--- src/rtl/pwm_pkg.sv ---
// rtl/pwm_pkg.sv - shared mode and direction types for the multi-channel PWM
package pwm_pkg;

    typedef enum logic {
        PWM_EDGE   = 1'b0,
        PWM_CENTER = 1'b1
    } pwm_mode_t;

    typedef enum logic {
        UP   = 1'b0,
        DOWN = 1'b1
    } pwm_dir_t;

endpackage

--- src/rtl/pwm_timebase.sv ---
// rtl/pwm_timebase.sv - shared PWM counter with edge/center modes and period boundary detect
module pwm_timebase
    import pwm_pkg::*;
#(
    parameter int N = 8
) (
    input  logic          clk,
    input  logic          rst,
    input  logic          ena,
    input  logic          step,
    input  logic [N-1:0]  period,
    input  pwm_mode_t     mode,
    output logic [N-1:0]  count,
    output logic          boundary,
    output logic          period_done
);

    localparam logic [N-1:0] ONE = N'(1);

    pwm_dir_t     dir;
    pwm_dir_t     dir_next;
    logic [N-1:0] count_next;
    logic         wrap;

    // Next count/direction if a step is taken now; wrap marks the step that ends a period
    always_comb begin
        count_next = count;
        dir_next   = dir;
        wrap       = 1'b0;
        if (period == '0) begin
            count_next = '0;
            dir_next   = UP;
            wrap       = 1'b1;
        end else if (mode == PWM_EDGE) begin
            dir_next = UP;
            if (count >= period) begin
                count_next = '0;
                wrap       = 1'b1;
            end else begin
                count_next = count + ONE;
            end
        end else begin
            if (dir == UP && count < period) begin
                count_next = count + ONE;
            end else begin
                count_next = count - ONE;
                dir_next   = DOWN;
            end
            if (count_next == '0) begin
                wrap     = 1'b1;
                dir_next = UP;
            end
        end
    end

    assign boundary = ena & step & wrap;

    // Counter advances only on enabled steps; disabling parks it at 0 counting up
    always_ff @(posedge clk or negedge rst) begin
        if (!rst) begin
            count       <= '0;
            dir         <= UP;
            period_done <= 1'b0;
        end else begin
            period_done <= boundary;
            if (!ena) begin
                count <= '0;
                dir   <= UP;
            end else if (step) begin
                count <= count_next;
                dir   <= dir_next;
            end
        end
    end

endmodule

--- src/rtl/pwm_multi.sv ---
// rtl/pwm_multi.sv - multi-channel PWM with double-buffered duty/period/mode
module pwm_multi
    import pwm_pkg::*;
#(
    parameter int N  = 8,
    parameter int CH = 4
) (
    input  logic            clk,
    input  logic            rst,
    input  logic            ena,
    input  logic            step,
    input  logic            load,
    input  logic [CH*N-1:0] duty,
    input  logic [N-1:0]    period,
    input  logic            mode,
    input  logic [CH-1:0]   pol,
    output logic [CH-1:0]   out,
    output logic            period_done
);

    logic [CH*N-1:0] duty_sh;
    logic [CH*N-1:0] duty_act;
    logic [N-1:0]    period_sh;
    logic [N-1:0]    period_act;
    pwm_mode_t       mode_sh;
    pwm_mode_t       mode_act;
    logic            pending;
    logic            take;
    logic [N-1:0]    count;
    logic            boundary;
    logic [CH-1:0]   raw;
    logic [CH-1:0]   out_next;

    pwm_timebase #(.N(N)) u_timebase (
        .clk         (clk),
        .rst         (rst),
        .ena         (ena),
        .step        (step),
        .period      (period_act),
        .mode        (mode_act),
        .count       (count),
        .boundary    (boundary),
        .period_done (period_done)
    );

    // While idle the active set tracks the shadow; while running it only swaps at a boundary
    assign take = pending & (~ena | boundary);

    // Shadow captures on load; active copies the previous shadow so a coincident load waits a period
    always_ff @(posedge clk or negedge rst) begin
        if (!rst) begin
            duty_sh    <= '0;
            duty_act   <= '0;
            period_sh  <= '1;
            period_act <= '1;
            mode_sh    <= PWM_EDGE;
            mode_act   <= PWM_EDGE;
            pending    <= 1'b0;
        end else begin
            if (take) begin
                duty_act   <= duty_sh;
                period_act <= period_sh;
                mode_act   <= mode_sh;
            end
            if (load) begin
                duty_sh   <= duty;
                period_sh <= period;
                mode_sh   <= pwm_mode_t'(mode);
                pending   <= 1'b1;
            end else if (take) begin
                pending <= 1'b0;
            end
        end
    end

    for (genvar i = 0; i < CH; i++) begin : g_ch
        assign raw[i] = count < duty_act[i*N +: N];
    end

    // Idle outputs sit at the polarity level; running outputs are the polarity-adjusted compare
    always_comb begin
        out_next = pol;
        if (ena) begin
            out_next = raw ^ pol;
        end
    end

    // Registered outputs so every channel changes on the same edge
    always_ff @(posedge clk or negedge rst) begin
        if (!rst) begin
            out <= '0;
        end else begin
            out <= out_next;
        end
    end

endmodule

--- config.mk ---
export PLATFORM = sky130hd
export DESIGN_NAME = pwm_multi
export DESIGN_NICKNAME = d
export VERILOG_FILES = /design/src/rtl/pwm_pkg.sv /design/src/rtl/pwm_timebase.sv /design/src/rtl/pwm_multi.sv
export SDC_FILE = /design/constraint.sdc
export NUM_CORES = 1
export LEC_CHECK = 0
export CORE_ASPECT_RATIO = 1.4
export CORE_MARGIN = 4
export CORE_UTILIZATION = 40
export DETAILED_ROUTE_END_ITERATION = 10
export PLACE_DENSITY_LB_ADDON = 0.25
export SLEW_MARGIN = 10
export SYNTH_ARGS = -nofsm -noshare
export SYNTH_HDL_FRONTEND = slang
export SYNTH_SLANG_ARGS = --single-unit
--- constraint.sdc ---
create_clock -name clk -period 8.55 [get_ports clk]
set_input_delay 1.2825 -clock clk [delete_from_list [all_inputs] [get_ports clk]]
set_output_delay 1.2825 -clock clk [all_outputs]
set_load 0.02 [all_outputs]
Word level (Yosys, flattened, before mapping). Index checks and enable logic that the tools add are counted.

Order comparisons: 6. Reduce and logical (&&, ||, !) cells: 5. Add/sub/neg operators: 2. Bitwise logic cells: 7. Mux-type cells: 21. Equal/unequal tests: 2.

Operators by type and width (count): $mux 8 (8); $lt 8x8->1 (5); $logic_not 8->1 (2); $mux 1 (12); $add 8x1->8 const B (1); $ge 8x8->1 (1); $sub 8x1->8 const B (1); $ne 5x4->1 const B (1); $mux 4 (1); $xor 4x4->4 (1); $and 1x1->1 (3); $ne 2x1->1 const B (1); $not 1->1 (2); $reduce_and 2->1 (1); $reduce_bool 2->1 (1); $logic_and 1x1->1 (1); $or 1x1->1 (1).

Output and inout port bits: 5. Bits in registers: 97. Input bits: 50. Word-level logic and storage cells: 54.

Depth between registers and ports, before layout. Gate-level depths: netlist of the first run.

Depth in word-level cells: 14. Mapped depth: 11. Mapped depth without buffers: 9.

Hierarchy. A second synthesis of the first run with hierarchy kept.

Cells, all modules: 423. Area total of the unflattened synthesis: 5146.2 um^2.

Modules (own cells, without submodules): pwm_multi (cells each 278, area each 4030.1 um^2, times used 1, seq. area each 2197.1 um^2); pwm_timebase (cells each 145, area each 1116.1 um^2, times used 1, seq. area each 250.2 um^2).

Least setup slack after synthesis of the first run. Ideal clock, no wire load.

Kind: reg-to-reg. Start: reg u_timebase.count[1]. End: reg duty_act[0]. Slack: 5177 ps. Stages on the path, launching flop included: 10. Data required time: 8425 ps. Setup time: 125 ps. Path buffers: 2. Arrival time: 3248 ps. Period minus slack after synthesis: 3373 ps. Path through: dfrtp_1 or4_1 buf_2 o31a_1 or4_4 a221oi_2 nor2_2 o41ai_4 buf_6 mux2_4.

Cells in the longest elaborated chain, start to end: 12. Elaborated cells on any way between the ends: 16. Classes of those cells: add/sub: 2; order compare: 2; mux: 7; bitwise: 3; reduce/logical: 2.

Ends and longest elaborated chain: from (decl) (RTL line pwm_timebase.sv:13) `output logic [N-1:0] count,`; from (signal assigned) (RTL line pwm_timebase.sv:70) `count <= count_next;`; $lt 8x8->1 (RTL line pwm_timebase.sv:43) `if (dir == UP && count < period) begin`; $logic_and 1x1->1 (RTL line pwm_timebase.sv:43); $mux 8 (RTL line pwm_timebase.sv:43); $mux 8 (RTL line pwm_timebase.sv:34) `end else if (mode == PWM_EDGE) begin`; $mux 8 (RTL line pwm_timebase.sv:30) `if (period == '0) begin`; $logic_not 8->1 (RTL line pwm_timebase.sv:49) `if (count_next == '0) begin`; $mux 1 (RTL line pwm_timebase.sv:49); $mux 1 (*) (RTL line pwm_timebase.sv:34); $mux 1 (*) (RTL line pwm_timebase.sv:30); $and 1x1->1 (*) (RTL line pwm_timebase.sv:56) `assign boundary = ena & step & wrap;`; $or 1x1->1 (*) (RTL line pwm_multi.sv:47) `assign take = pending & (~ena | boundary);`; $and 1x1->1 (*) (RTL line pwm_multi.sv:47); to (signal assigned) (RTL line pwm_multi.sv:61) `duty_act <= duty_sh;`; to (decl) (RTL line pwm_multi.sv:22) `logic [CH*N-1:0] duty_act;`.

Every way passes the cells marked *; elsewhere a longest branch is shown, timed or not. The select of a mux whose other input is x is not followed. A chain may end at the register's enable or synchronous reset.

Worst setup path after layout of the first run.
Start: reg u_timebase.count[2]. End: reg duty_act[16].

The elaborated chain is that of the path after synthesis.

==> Flow_metrics.wiki, run 1 <==
{| class="wikitable"
! Metric !! Value
|-
| Run status || finished clean
|-
| Post-CTS resize count || 0
|-
| Min Tclk post-route || 3.748 ns
|-
| Final routed DRC violation total || 0
|-
| Ratio of cells with drive above 1 in the final layout || 25.36%
|-
| H-Tree Depth || 3
|-
| Startpoint types || register
|-
| Height of the chip || 143.8 um
|-
| GRT overflow || 0
|-
| Final-layout worst hold slack || 0.5036 ns
|-
| Worst Setup Slack, final || 4.802 ns
|-
| Combinational family with the most area after synthesis || multiplexers
|-
| Final RePlAce weighted congestion || 0.8163
|-
| Std-Cell Rows || 49
|-
| Number of vias in the routed layout || 3343
|-
| Die width || 105.0 um
|-
| Cells after synthesis || 428
|-
| Cells taking the most area after synthesis || sky130_fd_sc_hd__dfrtp_1 38%, sky130_fd_sc_hd__mux2_4 11%, sky130_fd_sc_hd__mux2_2 9.2%, sky130_fd_sc_hd__ha_1 9.0%, sky130_fd_sc_hd__dfstp_2 8.0%
|-
| Post-CTS Hold Buffers || 0
|-
| Part of the cycle the worst path needs || 43.83%
|-
| Slowest stage cell on the critical path || sky130_fd_sc_hd__or4_1
|-
| Setup slack at placement || 4.805 ns
|-
| Routed WL || 10.68 mm
|-
| Clock net sink count || 97
|-
| Post-synthesis cell type with the largest combined area || sky130_fd_sc_hd__dfrtp_1
|-
| Number of synthesized flops with an enable pin || 0
|-
| Share of the synthesized area in compound gates (AO/OA/AOI/OAI) || 9.173%
|-
| Max-Slew Margin vs Limit || 34.08%
|-
| Summed area of non-filler cells in the final layout || 6187 um^2
|-
| Leakage power summed over all cells || 2.897 nW
|-
| Clock root buffer master || sky130_fd_sc_hd__clkbuf_16
|-
| Count of endpoints failing hold in the final timing report || 0
|-
| Global-route wire length before repair || 17.83 mm
|-
| Largest net degree at the start of global routing || 81
|-
| Share of synthesized cell area in and, or, nand and nor gates || 6.939%
|-
| Hold Path Cell Cnt || 1
|-
| Worst Reg-to-Reg Cells || 8
|-
| Total Routing Usage GR || 14.78%
|-
| Via density per instance || 5.273
|-
| Reg2Reg Setup Slack || 4.80 ns
|-
| Initial Utilization || 40.89%
|-
| Full die area || 15090 um^2
|-
| Count of fill cells added during filler insertion || 1177
|-
| Slew @ Worst Pin || 0.9888 ns
|-
| Netlist area before placement || 5265 um^2
|-
| TritonCTS clock tree || built
|-
| Maximum capacitance violations || 0
|-
| Critical Path Max Stage Delay || 0.67 ns
|-
| Total core area || 12870 um^2
|-
| Post-CTS setup repair buffer count || 0
|-
| Ranking of synthesized cells by instance count || 81 x sky130_fd_sc_hd__dfrtp_1, 43 x sky130_fd_sc_hd__mux2_2, 40 x sky130_fd_sc_hd__inv_1, 40 x sky130_fd_sc_hd__mux2_4, 38 x sky130_fd_sc_hd__ha_1
|-
| XOR/XNOR share of the synthesized area || 2.329%
|-
| Number of buffer cells added on primary ports || 54
|-
| Syn nets || 516
|-
| Area fraction of the dominant cell type after synthesis || 38.50%
|-
| Clock insertion delay at the later pin of the skew report || 0.34 ns
|-
| Worst setup skew after layout || 0.006285 ns
|-
| Asr flop ratio synth || 100.0%
|-
| Via count of the first global-routing pass || 3519
|-
| Routed Antenna Nets || 0
|-
| Total half-perimeter wirelength after legalization and detailed placement || 7.512 mm
|-
| # diodes || 0
|-
| Number of library cell types mapped by synthesis || 53
|-
| Peak supply drop || 0.08821 mV
|-
| Yosys reg bits || 97
|-
| Largest fanout on the critical path || 22
|-
| Hold Path Class || register to register
|-
| Final Total Pwr || 1.509 mW
|-
| Unrepaired setup endpoints after global routing || no
|-
| Data required time at the worst endpoint || 8.77 ns
|-
| Clk buf depth || 2
|-
| DRT Pass-1 Iters || 5
|-
| Worst-path cell chain || or4_1 -> o31a_1 -> or4_4 -> a221oi_2 -> nor2_2 -> o41ai_4 -> buf_4 -> mux2_4
|-
| Total clock buffers created by CTS || 9
|-
| Clock transition at the registers of the reported paths || 0.07 ns
|-
| Iter 0 DRT Violations || 99
|-
| Area share of fa/ha/maj cells after synthesis || 9.030%
|-
| Net total in the final layout || 564
|-
| Count leader, synth || sky130_fd_sc_hd__dfrtp_1
|-
| Number of max-slew violations in the final report || 0
|-
| Placed instance area || 5906 um^2
|-
| Area delta synth->final || 17.51%
|-
| Arrival time at the worst endpoint || 3.97 ns
|-
| Number of warning messages in the yosys log || 0
|-
| Multiplexer share of the synthesized area || 21.17%
|-
| Number of primary I/O pins || 55
|-
| Worst Path Class, Setup || register to register
|-
| Seq/Total Area, Yosys || 46.48%
|-
| Flip-flop cell with the highest count after synthesis || sky130_fd_sc_hd__dfrtp_1
|-
| Pwr dens || 243.9 nW/um^2
|-
| Critical Path End Type || register
|-
| Setup tns final || 0 ns
|-
| Peak Freq || 266.8 MHz
|-
| Drt wl/cell || 16.84 um
|-
| Average cell area after synthesis || 12.30 um^2
|-
| Number of antenna violations at the first check in global routing || 0
|-
| Setup-failing EPs final || 0
|}
layout by cell type (no fill, tap or decap), types with 6 or more instances in the layout:
cell type,synthesis,layout
sky130_fd_sc_hd__dfrtp_1,81,81
sky130_fd_sc_hd__clkdlybuf4s50_1,0,52
sky130_fd_sc_hd__mux2_2,43,43
sky130_fd_sc_hd__inv_1,40,40
sky130_fd_sc_hd__mux2_4,40,40
sky130_fd_sc_hd__ha_1,38,38
sky130_fd_sc_hd__nand2_1,18,18
sky130_fd_sc_hd__dfstp_2,16,16
sky130_fd_sc_hd__o21ai_0,11,11
sky130_fd_sc_hd__nor2_1,9,9
sky130_fd_sc_hd__clkbuf_16,0,9
sky130_fd_sc_hd__a21o_1,8,8
sky130_fd_sc_hd__xor2_1,8,8
sky130_fd_sc_hd__a31oi_1,7,7
sky130_fd_sc_hd__o31ai_1,7,7
sky130_fd_sc_hd__nand3b_1,6,6
sky130_fd_sc_hd__a21oi_1,6,6
sky130_fd_sc_hd__xnor2_1,6,6
power breakdown:
part | switching [mW] | internal (mW) | total [mW]
clock network | 0.165 | 0.226 | 0.391
registers | 0.0843 | 0.585 | 0.669
logic | 0.186 | 0.263 | 0.449
total | 0.435 | 1.07 | 1.51
worst max-delay path: cells and delay by family, from the launching register on:
kind | cells | cell delay, ns
simple gates | 3 | 1.26
compound gates | 3 | 0.96
flops | 1 | 0.62
buf+inv | 1 | 0.43
mux | 1 | 0.34
registers in the layout, summed over array words and instances (netlist names):
register,flops
u_timebase.period_done,1
mode_act,1
mode_sh,1
out,4
period_act,8
period_sh,8
duty_sh,32
u_timebase.count,8
pending,1
duty_act,32
u_timebase.dir,1
routing by layer:
metal | up-vias | part of all wire [%] | GRT usage (%)
li1 | 1607 | - | -
met1 | 1675 | 46 | 18.78
met2 | 54 | 50 | 25.67
met3 | 7 | 2.9 | 2.876
met4 | 0 | 1.1 | 4.354
met5 | - | 0 | 0
logic make-up after synthesis:
kind of cell | count (synthesis)
DFF | 97
muxes | 86
and+or+nand+nor | 67
AOI/OAI and AO/OA | 66
buffers and inverters | 60
adders and majority gates | 38
xor gates and xnor gates | 14
layout make-up:
cell class                 count  area (um^2)  share of cell area (%)
tap                          153        191.4                   3.094
multi-input combinational    271         2561                   41.40
timing repair buffer          57        555.5                   8.979
sequential                    97         2447                   39.56
clock inverter                 3        41.29                  0.6673
inverter                      40        150.1                   2.427
clock buffer                  13        240.2                   3.883
metrics by stage:
step                instances  utilization, %
finish                    634           48.06
global route              634           48.06
CTS                       634           48.06
detailed placement        618           45.87
global placement          618           45.87
floorplan                 428               -
worst paths after layout:
check                                     from            to
max                        u_timebase.count[2]  duty_act[16]
min                                duty_sh[12]  duty_act[12]
max reg2reg                u_timebase.count[2]  duty_act[16]
min reg2reg                        duty_sh[12]  duty_act[12]
max in group asynchronous                  rst    duty_sh[2]
min in group asynchronous                  rst   duty_sh[17]
Power figures use the tool's default switching activity.
==> inputs of run 2 (changes only) <==
Clock period 8.55 ns to 3.3 ns, I/O delays scaled along.
==> Flow_metrics.wiki, run 2 (synthesis results as in run 1) <==
{| class="wikitable"
! Metric !! Value
|-
| Number of vias in the routed layout || 3435 (+2.8%)
|-
| Number of buffer cells added on primary ports || 54 (unchanged)
|-
| Slowest stage cell on the critical path || sky130_fd_sc_hd__or4_1
|-
| Via count of the first global-routing pass || 3605 (+2.4%)
|-
| Leakage power summed over all cells || 3.007 nW (+3.8%)
|-
| Leading cell type in the layout, fill and taps excluded || sky130_fd_sc_hd__dfrtp_1
|-
| Clock insertion delay at the later pin of the skew report || 0.34 ns (about the same)
|-
| Worst-path cell chain || or4_1 -> o31a_1 -> or4_4 -> a221oi_2 -> nor2_2 -> o41ai_4 -> buf_12 -> mux2_4
|-
| Unrepaired setup endpoints after global routing || no
|-
| Peak supply drop || 0.2815 mV (+220%)
|-
| Total clock buffers created by CTS || 9 (unchanged)
|-
| Hold Path Class || primary input to asynchronous set/reset pin
|-
| Height of the chip || 143.8 um (unchanged)
|-
| Arrival time at the worst endpoint || 3.42 ns (-0.55 ns)
|-
| Routed Antenna Nets || 0 (unchanged)
|-
| Total half-perimeter wirelength after legalization and detailed placement || 8.104 mm (+7.9%)
|-
| TritonCTS clock tree || built
|-
| Post-CTS setup repair buffer count || 0 (unchanged)
|-
| # diodes || 0 (unchanged)
|-
| H-Tree Depth || 3 (unchanged)
|-
| Min Tclk post-route || 3.194 ns (-0.5543 ns)
|-
| Run status || finished clean
|-
| Total core area || 12870 um^2 (unchanged)
|-
| Buffering stage count on the worst path with inverters included || 1 (unchanged)
|-
| Reg2Reg Setup Slack || 0.11 ns (-4.70 ns)
|-
| Clock net sink count || 97 (unchanged)
|-
| Commonest non-fill, non-tap cells in the layout || 81 x sky130_fd_sc_hd__dfrtp_1, 52 x sky130_fd_sc_hd__clkdlybuf4s50_1, 43 x sky130_fd_sc_hd__mux2_2
|-
| Number of primary I/O pins || 55 (unchanged)
|-
| Critical Path Max Stage Delay || 0.54 ns (-0.13 ns)
|-
| Post-CTS resize count || 0 (unchanged)
|-
| Max-Slew Margin vs Limit || 33.19% (-0.89 points)
|-
| Clk buf depth || 2 (unchanged)
|-
| Startpoint types || register
|-
| Worst setup skew after layout || 0.009124 ns (+0.002838 ns)
|-
| Final RePlAce weighted congestion || 0.8456 (+3.6%)
|-
| Die width || 105.0 um (unchanged)
|-
| Largest fanout on the critical path || 22 (unchanged)
|-
| Worst Setup Slack, final || 0.1065 ns (-4.696 ns)
|-
| Std-Cell Rows || 49 (unchanged)
|-
| Area delta synth->final || 20.65%
|-
| Slew @ Worst Pin || 1.002 ns (+0.01329 ns)
|-
| Data required time at the worst endpoint || 3.53 ns (-5.24 ns)
|-
| Maximum capacitance violations || 0 (unchanged)
|-
| Final routed DRC violation total || 0 (unchanged)
|-
| Critical Path End Type || register
|-
| Full die area || 15090 um^2 (unchanged)
|-
| Initial Utilization || 40.89% (unchanged)
|-
| Count of endpoints failing hold in the final timing report || 0 (unchanged)
|-
| Iter 0 DRT Violations || 135 (+36%)
|-
| Worst flop-to-flop path startpoint || u_timebase.count[0]
|-
| R2R Path End || duty_act[0]
|-
| Post-CTS Hold Buffers || 0 (unchanged)
|-
| Registers with the most flip-flops || duty_act (32), duty_sh (32)
|-
| Register Area || 2447 um^2 (unchanged)
|-
| Worst Path Class, Setup || register to register
|-
| Routed WL || 10.93 mm (+2.4%)
|-
| Largest net degree at the start of global routing || 51 (-37%)
|-
| Total Routing Usage GR || 15.36% (+0.57 points)
|-
| Setup tns final || 0 ns (unchanged)
|-
| Peak Freq || 313.1 MHz (+17%)
|-
| Finished Core Util || 49.34% (+1.3 points)
|-
| Number of max-slew violations in the final report || 0 (unchanged)
|-
| Clock root buffer master || sky130_fd_sc_hd__clkbuf_16
|-
| Multi-input gate area || 2561 um^2 (unchanged)
|-
| GRT overflow || 0 (unchanged)
|-
| Worst Reg-to-Reg Cells || 8 (unchanged)
|-
| Cell type group with the largest total delay on the critical path || simple AND/OR/NAND/NOR gates
|-
| Clock transition at the registers of the reported paths || 0.07 ns (about the same)
|-
| Via density per instance || 5.301 (+0.53%)
|-
| Ratio of cells with drive above 1 in the final layout || 28.28% (+2.9 points)
|-
| Count of fill cells added during filler insertion || 1179 (+0.17%)
|-
| DRT Pass-1 Iters || 4 (-1)
|-
| Number of antenna violations at the first check in global routing || 0 (unchanged)
|-
| Drt wl/cell || 16.86 um (+0.15%)
|-
| Setup-failing EPs final || 0 (unchanged)
|-
| Global-route wire length before repair || 18.25 mm (+2.4%)
|-
| Part of the cycle the worst path needs || 96.77% (+53 points)
|-
| Pwr dens || 630.7 nW/um^2 (+160%)
|-
| Net total in the final layout || 578 (+2.5%)
|-
| Setup slack at placement || 0.1321 ns (-4.673 ns)
|}
-- run 2: changes by cell type in the layout (fill, tap and decap cells not counted) --
cell / before / now
sky130_fd_sc_hd__clkbuf_1: 4 / 1
sky130_fd_sc_hd__clkinvlp_4: 1 / 0
sky130_fd_sc_hd__clkinv_2: 0 / 1
sky130_fd_sc_hd__buf_12: 0 / 3
sky130_fd_sc_hd__clkinv_4: 0 / 1
sky130_fd_sc_hd__inv_6: 0 / 2
sky130_fd_sc_hd__buf_4: 4 / 15
sky130_fd_sc_hd__clkinv_1: 1 / 0
sky130_fd_sc_hd__clkbuf_8: 0 / 1
-- run 2: stage by stage --
stage / instances / cell area [um^2] / hold slack, ns / total power, mW
after CTS: 648 / 6352 / 0.1901 / 4.066
after global routing: 648 / 6352 / 0.2256 / 4.265
after global placement: 632 / 6048 / 0.4884 / 2.937
after detailed placement: 632 / 6048 / 0.4929 / 2.983
after floorplan: 428 / 5265 / 0.1994 / 2.616
final: 648 / 6352 / 0.1691 / 4.007
-- run 2: layout make-up --
class | count | area share (%)
Multi-Input combinational cell | 271 | 40.32
Clock buffer | 11 | 3.821
Clock inverter | 5 | 0.9651
Sequential cell | 97 | 38.53
Tap cell | 153 | 3.014
Inverter | 40 | 2.364
Timing Repair Buffer | 71 | 10.99
-- run 2: worst max path at each step --
stage	startpoint	end	slack [ns]	cells past startpoint
after CTS	u_timebase.count[0]	duty_act[5]	0.11	8
final	u_timebase.count[0]	duty_act[0]	0.11	8
after floorplan	u_timebase.count[1]	duty_act[0]	0.04	9
after global routing	u_timebase.count[0]	duty_act[3]	0.01	8
after detailed placement	u_timebase.count[0]	duty_act[0]	0.13	8
after global placement	u_timebase.count[0]	duty_act[7]	0.16	8
-- run 2: report_power, final --
group / switching (mW) / internal [mW]
clock: 0.448 / 0.614
combinational: 0.510 / 0.714
sequential: 0.204 / 1.52
total: 1.16 / 2.84
-- run 2: per-layer routing --
metal	vias to the layer above	track usage (%)	wire length, um
met1	1717	19.01	4901
met3	15	2.787	338
met5	-	0	0
met2	63	26.82	5516
li1	1640	-	-
met4	0	5.736	172
==> inputs of run 3 (changes only) <==
Settings changed: SETUP_SLACK_MARGIN from default to 0.2.
Clock period 3.3 ns to 3 ns, I/O delays scaled along.
==> Flow_metrics.wiki, run 3 (synthesis results as in run 1) <==
{| class="wikitable"
! Metric !! Value
|-
| Total placed cells including tap cells || 645 (+2.1%)
|-
| Die width || 105.0 um (unchanged)
|-
| Clock insertion delay at the later pin of the skew report || 0.34 ns (about the same)
|-
| Wl on met1 || 5.203 mm (+6.2%)
|-
| DRT Pass-1 Iters || 4 (unchanged)
|-
| Post-CTS Hold Buffers || 0 (unchanged)
|-
| Total Routing Usage GR || 16.12% (+0.76 points)
|-
| Non-filler instance count after layout || 673 (+3.9%)
|-
| Placed instance area || 6135 um^2 (+1.4%)
|-
| Largest net degree at the start of global routing || 55 (+7.8%)
|-
| Height of the chip || 143.8 um (unchanged)
|-
| Drt wl/cell || 17.40 um (+3.2%)
|-
| Peak supply drop || 0.4404 mV (+56%)
|-
| Unrepaired setup endpoints after global routing || yes
|-
| Routed WL || 11.71 mm (+7.2%)
|-
| Worst Setup Slack, final || -0.1020 ns (-0.2085 ns)
|-
| TritonCTS clock tree || built
|-
| Std-Cell Rows || 49 (unchanged)
|-
| GRT overflow || 0 (unchanged)
|-
| Setup-failing EPs final || 41 (+41)
|-
| H-Tree Depth || 3 (unchanged)
|-
| Clk buf depth || 2 (unchanged)
|-
| Count of endpoints failing hold in the final timing report || 0 (unchanged)
|-
| Reg2Reg Setup Slack || -0.10 ns (-0.21 ns)
|-
| Worst Path Class, Setup || register to register
|-
| Final RePlAce weighted congestion || 0.8754 (+3.5%)
|-
| Top layer reached by signal wires || met4
|-
| Iter 0 DRT Violations || 107 (-21%)
|-
| Summed area of non-filler cells in the final layout || 6664 um^2 (+4.9%)
|-
| Data required time at the worst endpoint || 3.22 ns (-0.31 ns)
|-
| Global-route wire length before repair || 19.12 mm (+4.8%)
|-
| Slew @ Worst Pin || 0.9422 ns (-0.05987 ns)
|-
| Part of the cycle the worst path needs || 103.4% (+6.6 points)
|-
| Number of vias in the routed layout || 3577 (+4.1%)
|-
| Area delta synth->final || 26.57%
|-
| # diodes || 0 (unchanged)
|-
| Initial Utilization || 40.89% (unchanged)
|-
| Met2 routed WL || 5.713 mm (+3.6%)
|-
| Net total in the final layout || 604 (+4.5%)
|-
| Violations in the final reports || negative setup slack
|-
| DR WL met3 || 446 um (+32%)
|-
| Leakage power summed over all cells || 3.173 nW (+5.5%)
|-
| Critical Path End Type || register
|-
| Number of buffer cells added on primary ports || 54 (unchanged)
|-
| Registers with the most flip-flops || duty_act (32), duty_sh (32)
|-
| Arrival time at the worst endpoint || 3.32 ns (-0.10 ns)
|-
| Worst setup skew after layout || 0.007007 ns (-0.002116 ns)
|-
| Final routed DRC violation total || 0 (unchanged)
|-
| Commonest non-fill, non-tap cells in the layout || 80 x sky130_fd_sc_hd__dfrtp_1, 52 x sky130_fd_sc_hd__clkdlybuf4s50_1, 42 x sky130_fd_sc_hd__mux2_2
|-
| Via count of the first global-routing pass || 3777 (+4.8%)
|-
| Number of primary I/O pins || 55 (unchanged)
|-
| Min Tclk post-route || 3.102 ns (-0.09146 ns)
|-
| Number of antenna violations at the first check in global routing || 0 (unchanged)
|-
| Largest fanout on the critical path || 5 (-77%)
|-
| Clock net sink count || 97 (unchanged)
|-
| Total half-perimeter wirelength after legalization and detailed placement || 8.051 mm (-0.65%)
|-
| Startpoint types || register
|-
| Run status || finished with violations
|-
| Setup slack at placement || -0.09601 ns (-0.2281 ns)
|-
| Clock transition at the registers of the reported paths || 0.07 ns (about the same)
|-
| Ratio of cells with drive above 1 in the final layout || 32.88% (+4.6 points)
|-
| Count of fill cells added during filler insertion || 1154 (-2.1%)
|-
| Full die area || 15090 um^2 (unchanged)
|-
| Leading cell type in the layout, fill and taps excluded || sky130_fd_sc_hd__dfrtp_1
|-
| Total core area || 12870 um^2 (unchanged)
|-
| Clock root buffer master || sky130_fd_sc_hd__clkbuf_16
|-
| Peak Freq || 322.4 MHz (+2.9%)
|-
| Number of max-slew violations in the final report || 0 (unchanged)
|-
| Max-Slew Margin vs Limit || 37.19% (+4.0 points)
|-
| Maximum capacitance violations || 0 (unchanged)
|-
| Hold Path Class || primary input to asynchronous set/reset pin
|-
| Pwr dens || 679.1 nW/um^2 (+7.7%)
|-
| Via density per instance || 5.315 (+0.27%)
|-
| Total clock buffers created by CTS || 9 (unchanged)
|-
| Routed Antenna Nets || 0 (unchanged)
|}
## run 3: cell count changes in the layout (fill, tap and decap cells not counted), sizes merged
cell and delta:
buf +24, bufinv -1, clkinv +1, clkinvlp +1
## run 3: critical path: stages, from the launching register on
cell	delay, ns
sky130_fd_sc_hd__dfrtp_2	0.42
sky130_fd_sc_hd__or4_4	0.52
sky130_fd_sc_hd__o31a_1	0.25
sky130_fd_sc_hd__or4_4	0.43
sky130_fd_sc_hd__a221oi_4	0.27
sky130_fd_sc_hd__nor2_2	0.09
sky130_fd_sc_hd__o41ai_4	0.27
sky130_fd_sc_hd__buf_6	0.18
sky130_fd_sc_hd__buf_6	0.13
sky130_fd_sc_hd__clkbuf_16	0.15
sky130_fd_sc_hd__mux2_4	0.29
## run 3: path summary, 6_finish.rpt
kind	start	end	cells past startpoint
worst max register to register	u_timebase.count[1]	duty_act[12]	10
min in group clk	duty_sh[16]	duty_act[16]	1
max in group asynchronous	rst	period_act[3]	2
worst min register to register	duty_sh[16]	duty_act[16]	1
worst min-delay path	rst	duty_sh[17]	1
worst max-delay path	u_timebase.count[1]	duty_act[12]	10
## run 3: area by class of cell
type	instances	area (um^2)	area share (%)
inverters	40	150.1	2.253
repair buffers	97	996.0	14.95
clock inverters	6	43.79	0.6572
clock buffers	9	225.2	3.380
flip-flops and latches	97	2449	36.74
multi-input cells	271	2609	39.15
well taps	153	191.4	2.873
## run 3: power by group
part / internal (mW) / switching [mW] / total, mW
Combinational: 0.938 / 0.632 / 1.57
Sequential: 1.67 / 0.222 / 1.89
Clock: 0.562 / 0.503 / 1.07
Total: 3.17 / 1.36 / 4.53
## run 3: metrics by stage
stage	util, %	power (mW)	hold WS [ns]	TNS, ns
after global routing	51.76	4.805	0.1531	-5.176
after global placement	47.65	3.240	0.4802	-1.013
final	51.76	4.526	0.1062	-2.684
after floorplan	-	2.879	0.1544	-4.500
after CTS	50.97	4.506	0.1202	-0.5010
after detailed placement	47.65	3.294	0.4886	-3.313
## run 3: what timing repair did
action	CTS	global route
gates cloned	4	2
endpoints found under the setup margin	41	42
resized for setup	7	8
setup buffers	6	1
hold endpoints to repair	0	0
pin swaps	0	1
## run 3: metal layers
metal / track usage (%) / vias up
li1: - / 1692
met1: 20.63 / 1766
met2: 26.89 / 93
met3: 2.876 / 26
met4: 7.049 / 0
met5: 0 / -
